$ cat src/rtl/urv_pipe_pkg.sv
// Shared constants for the uRV pipeline controller: stage indices of the default
// 5-stage pipe, perf counter width, stage-count limits and the watchdog width helper.
package urv_pipe_pkg;

  localparam int unsigned URV_MIN_STAGES = 3;
  localparam int unsigned URV_MAX_STAGES = 8;
  localparam int unsigned URV_PERF_CNT_W = 32;

  localparam int unsigned URV_STAGE_F = 0;
  localparam int unsigned URV_STAGE_D = 1;
  localparam int unsigned URV_STAGE_X = 2;
  localparam int unsigned URV_STAGE_W = 4;

  // Width that holds 0..limit; never narrower than one bit.
  function automatic int unsigned wd_width(input int unsigned limit);
    return (limit < 2) ? 1 : $clog2(limit + 1);
  endfunction

endpackage

$ cat src/rtl/urv_kill_shreg.sv
// Kill delay line: shifts d_i in while shift_en_i is high; tap_or_o[k] is
// d_i OR any of the first k+1 delayed copies.
module urv_kill_shreg #(
  parameter int unsigned depth = 1
) (
  input  logic             clk_i,
  input  logic             rst_n_i,
  input  logic             shift_en_i,
  input  logic             d_i,
  output logic [depth-1:0] tap_or_o
);

  logic [depth-1:0] sr_q;
  logic [depth-1:0] sr_d;
  logic             tap_acc;

  always_comb begin
    sr_d = sr_q;
    if (shift_en_i) begin
      sr_d[0] = d_i;
      for (int i = 1; i < int'(depth); i++) begin
        sr_d[i] = sr_q[i-1];
      end
    end
  end

  // NOTE: non-blocking assignment here so every flop samples pre-edge values.
  always_ff @(posedge clk_i or negedge rst_n_i) begin
    if (!rst_n_i) begin
      sr_q <= '0;
    end else begin
      sr_q <= sr_d;
    end
  end

  // NOTE: every variable gets a default before the loop so no path infers a latch.
  always_comb begin
    tap_or_o = '0;
    tap_acc  = d_i;
    for (int i = 0; i < int'(depth); i++) begin
      tap_acc     = tap_acc | sr_q[i];
      tap_or_o[i] = tap_acc;
    end
  end

endmodule

$ cat src/rtl/urv_pipe_ctrl.sv
// uRV pipeline stall/kill controller with stall watchdog. Optional performance
// counters are built only when URV_PIPE_CTRL_PERF_EN is defined.
module urv_pipe_ctrl
  import urv_pipe_pkg::*;
#(
  parameter int unsigned g_num_stages = URV_STAGE_W + 1,
  parameter int unsigned g_bra_stage  = URV_STAGE_X,
  parameter int unsigned g_timeout    = 1024
) (
  input  logic                      clk_i,
  input  logic                      rst_n_i,
  input  logic [g_num_stages-1:0]   stall_req_i,
  input  logic                      bra_i,
  input  logic                      flush_i,
  input  logic                      perf_clr_i,
  output logic [g_num_stages-1:0]   stall_o,
  output logic [g_num_stages-1:0]   kill_o,
  output logic                      timeout_o,
  output logic [URV_PERF_CNT_W-1:0] perf_stall_cnt_o,
  output logic [URV_PERF_CNT_W-1:0] perf_kill_cnt_o
);

  localparam int N = int'(g_num_stages);
  localparam int B = int'(g_bra_stage);

  logic         stall_acc;
  logic [B-1:0] bra_taps;
  logic [N-2:0] fl_taps;
  logic [N-1:0] bra_kill;
  logic [N-1:0] fl_kill;

  // A stage stalls whenever it or anything downstream asks to.
  always_comb begin
    stall_o   = '0;
    stall_acc = 1'b0;
    for (int k = N - 1; k >= 0; k--) begin
      stall_acc  = stall_acc | stall_req_i[k];
      stall_o[k] = stall_acc;
    end
  end

  urv_kill_shreg #(.depth(g_bra_stage)) u_bra_shreg (
    .clk_i      (clk_i),
    .rst_n_i    (rst_n_i),
    .shift_en_i (~stall_o[B]),
    .d_i        (bra_i),
    .tap_or_o   (bra_taps)
  );

  urv_kill_shreg #(.depth(g_num_stages - 1)) u_fl_shreg (
    .clk_i      (clk_i),
    .rst_n_i    (rst_n_i),
    .shift_en_i (~stall_o[N-1]),
    .d_i        (flush_i),
    .tap_or_o   (fl_taps)
  );

  // Fetch is redirected rather than killed, so bit 0 never gets a contribution.
  always_comb begin
    bra_kill        = '0;
    fl_kill         = '0;
    bra_kill[B:1]   = bra_taps;
    fl_kill[N-1:1]  = fl_taps;
    kill_o          = bra_kill | fl_kill;
    kill_o[URV_STAGE_F] = 1'b0;
  end

  generate
    if (g_timeout == 0) begin : g_no_wd
      assign timeout_o = 1'b0;
    end else begin : g_wd
      localparam int unsigned WD_W = wd_width(g_timeout);
      localparam logic [WD_W-1:0] WD_MAX = WD_W'(g_timeout);

      logic [WD_W-1:0] wd_q, wd_d;
      logic            to_q, to_d;

      // Saturating run-length of fetch stalls; the pulse fires on the step into WD_MAX.
      always_comb begin
        wd_d = wd_q;
        if (!stall_o[0]) begin
          wd_d = '0;
        end else if (wd_q != WD_MAX) begin
          wd_d = wd_q + 1'b1;
        end
        to_d = stall_o[0] && (wd_q == WD_MAX - 1'b1);
      end

      always_ff @(posedge clk_i or negedge rst_n_i) begin
        if (!rst_n_i) begin
          wd_q <= '0;
          to_q <= 1'b0;
        end else begin
          wd_q <= wd_d;
          to_q <= to_d;
        end
      end

      assign timeout_o = to_q;
    end
  endgenerate

`ifdef URV_PIPE_CTRL_PERF_EN
  logic [URV_PERF_CNT_W-1:0] perf_stall_q;
  logic [URV_PERF_CNT_W-1:0] perf_kill_q;

  // Clear has priority over counting; both counters wrap naturally.
  always_ff @(posedge clk_i or negedge rst_n_i) begin
    if (!rst_n_i) begin
      perf_stall_q <= '0;
      perf_kill_q  <= '0;
    end else if (perf_clr_i) begin
      perf_stall_q <= '0;
      perf_kill_q  <= '0;
    end else begin
      if (stall_o[0]) perf_stall_q <= perf_stall_q + 32'd1;
      if (|kill_o)    perf_kill_q  <= perf_kill_q + 32'd1;
    end
  end

  assign perf_stall_cnt_o = perf_stall_q;
  assign perf_kill_cnt_o  = perf_kill_q;
`else
  logic unused_perf_clr;
  assign unused_perf_clr  = perf_clr_i;
  assign perf_stall_cnt_o = '0;
  assign perf_kill_cnt_o  = '0;
`endif

endmodule

$ cat config.mk
export PLATFORM = sky130hd
export DESIGN_NAME = urv_pipe_ctrl
export DESIGN_NICKNAME = d
export VERILOG_FILES = /design/src/rtl/urv_pipe_pkg.sv /design/src/rtl/urv_kill_shreg.sv /design/src/rtl/urv_pipe_ctrl.sv
export SDC_FILE = /design/constraint.sdc
export NUM_CORES = 1
export LEC_CHECK = 0
export ABC_AREA = 1
export BUFFER_PORTS_ARGS = -buffer_cell sky130_fd_sc_hd__buf_2
export CAP_MARGIN = 15
export CORE_MARGIN = 2
export CORE_UTILIZATION = 44
export DETAILED_ROUTE_END_ITERATION = 10
export PLACE_DENSITY_LB_ADDON = 0.2
export RECOVER_POWER = 50
export SLEW_MARGIN = 20
export SYNTH_ARGS = -nofsm -noshare
export SYNTH_HDL_FRONTEND = slang
export SYNTH_SLANG_ARGS = --single-unit
$ cat constraint.sdc
create_clock -name clk_i -period 2.64 [get_ports clk_i]
set_input_delay 0.132 -clock clk_i [delete_from_list [all_inputs] [get_ports clk_i]]
set_output_delay 0.132 -clock clk_i [all_outputs]
set_load 0.01 [all_outputs]
==> results.toml <==
[power]
ir_worst_vdd_mv = 0.382
power_leakage_nw = 0.770
combinationalPowerShare = 0.349
power.switching_w = 0.000369
p_int_w = 0.000519
share_clk_of_total_power = 0.156
total_power_w = 0.000888
p_per_area_nw_per_um2 = 653
seq_power_share = 0.496
swShare = 0.416

[floorplan]
die_w_microns = 62.0
core_area_sq_um = 3280
die_area_sq_um = 3840
rows = 21
io_pins = 85
start_util = 0.450
die_h_microns = 62.0

[critical_path]
critPathMaxFanout = 3
arrival_ns = 1.38
r2r_slack_ns = 1.40
worstPathRequired_ns = 2.51
r2r_end = "g_wd.wd_q[10]"
endpoint_kind = "primary output"
timing.rr.start = "g_wd.wd_q[0]"
worstRegToRegCells = 7
criticalPathCategory = "reg -> out"
startpoint_type = "register"
critPathLaunch = "u_fl_shreg.sr_q[0]"

[cts]
clk_pin_slew_ns = 0.10
holdBufCountCts = 1
clock_tree.buffer_depth = 2
cts_tree = "built"
clk_latency_ns = 0.29
cts_buffers = 3
cts_resized = 0
cts-htree-levels = 1
post_cts_buffers = 0
clock-sinks = 18
cts-root-buf = "clkbuf_4"

[timing]
min_period_ns = 1.51
worstMarginPinSlew_ns = 0.990
finalSetupTns_ns = 0
final-setup-viol-count = 0
hold_violations = 0
max_slew_margin = 0.340
rsz0062_at_grt = "false"
fmax_ghz = 0.662
skew_ns = 0.00616
timing.final.crit_share = 0.572
report.final.slew_viol_count = 0

[synth]
syn_area_per_cell_sq_um = 7.87
ys_ff_latch = 18
ys_seq_area_frac = 0.305
syn_inst = 188
synth-warning-count = 0
syn_area_sq_um = 1480
synth_area_leader_cell = "buf_4"
synth.area.top_cells = "buf_4 35%, dfrtp_1 30%, nand2_1 5.6%, nand3_1 4.7%, nor2_1 4.6%"
yosysUniqueCellTypes = 23
synth.top_cell.area_share = 0.350

[detailed_routing]
wl_microns = 2050
via_count = 956
drc = 0
drtAntennaViolNets = 0
viasPerCell = 3.82
first_iter_violations = 12
dr.pass1.iters = 4
wl_per_cell_microns = 8.22

[global_route]
antenna_found_initial = 0
grt_pass1_vias = 718
grt_max_degree = 19
grt_first_pass_wirelength_microns = 3270
gr-usage-all-layers = 0.118
gr-total-overflow = 0

[final_layout]
final_layout_size_suffix_gt1_frac = 0.132
diodes = 0
final_cells = 250
fin_area_sq_um = 1360
area_growth_pct = -8.04
finalNetCount = 218
utilization = 0.414

[worst_hold_path]
hold_path_end = "u_fl_shreg.sr_q[0]"
hp-start = "flush_i"
hold_class = "in -> reg"
worstHoldPathCells = 2

[place]
placedInstanceArea_sq_um = 1340
port_buffers = 18
gp_congestion = 0.715
hpwl_microns = 1600
placed_cells = 246

[run_status]
outcome = "finished, final reports clean"

[flow_run]
drv_cap = 0
[stage by stage]
step,hold WS [ns],worst slack (ns)
2_1_floorplan,-0.164,1.45
3_3_place_gp,0.0918,1.23
3_5_place_dp,0.0905,1.20
4_1_cts,0.0867,1.10
5_1_grt,0.0865,1.02
6_report,0.0993,1.13
[worst max-delay path by stage]
stage / slack, ns / to
after floorplan: 1.45 / kill_o[4]
after global placement: 1.23 / g_wd.wd_q[3]
after detailed placement: 1.20 / g_wd.wd_q[4]
after CTS: 1.10 / kill_o[4]
after global routing: 1.02 / kill_o[4]
final: 1.13 / kill_o[4]
[per-layer routing]
layer | vias up | wire length (microns) | track usage
met3 | 5 | 152 | 0.0186
met5 | - | 0 | 0
met1 | 421 | 914 | 0.163
li1 | 480 | - | -
met2 | 50 | 949 | 0.177
met4 | 0 | 36 | 0.0638
[worst max-delay path: stages, from the launching register on]
cell	delay (ns)
dfrtp_1	0.41
nor2_1	0.16
nand3_1	0.10
or2_2	0.28
buf_2	0.14
[cells by family (layout without fill, tap and decap cells)]
family          count (synthesis)  count (layout)  share of synthesized area
flops                          18              18                      0.305
other cells                     1              65                    0.00254
compound gates                 11              11                     0.0372
simple gates                   66              66                      0.215
mux                             1               1                    0.00761
buf+inv                        86              38                      0.398
xor+xnor                        3               3                     0.0178
fa+ha+maj                       2               2                     0.0169
[layout make-up]
| class | instances | area, sq um |
|---|---|---|
| clock buffers | 3 | 22.5 |
| flip-flops and latches | 18 | 450 |
| inverters | 16 | 60.1 |
| repair buffers | 19 | 97.6 |
| multi-input cells | 148 | 672 |
| well taps | 46 | 57.6 |
| fillers | 354 | 1920 |
[cell usage in the layout (no fill, tap or decap), types with 2 or more instances in the layout]
cell / n
a21oi_1: 6
buf_2: 16
clkbuf_1: 2
clkbuf_4: 3
conb_1: 65
dfrtp_1: 18
ha_1: 2
inv_1: 16
nand2_1: 22
nand3_1: 14
nor2_1: 19
nor2_4: 2
o21ai_0: 5
xor2_1: 3
[sequential cells by signal, indices dropped and copies added (netlist names)]
| name | cells |
|---|---|
| timeout_o | 1 |
| u_bra_shreg.sr_q | 2 |
| u_fl_shreg.sr_q | 4 |
| g_wd.wd_q | 11 |
[power groups by stage]
stage	clock (W)	combinational, W	sequential [W]
after global placement	0	0.000305	0.000445
after global routing	0.000156	0.000369	0.000454
after detailed placement	0	0.000312	0.000446
after floorplan	0	0.000335	0.000425
after CTS	0.000147	0.000314	0.000440
final	0.000139	0.000310	0.000440
[Yosys cell counts]
cell and number:
a21oi_1 6, ha_1 2, mux2_2 1, dfrtp_1 18, xor2_1 3, nor2_2 1
buf_6 1, nor2_4 3, nor3b_1 1, or3_1 1, nand4_1 1, inv_1 16
o21ai_0 5, buf_4 69, nand3_1 14, nor3_2 1, nand2_2 1, or2_2 1
nand3_2 1, nor2_1 18, nand2_1 22, nor3_1 1, conb_1 1
Power figures use the tool's default switching activity.
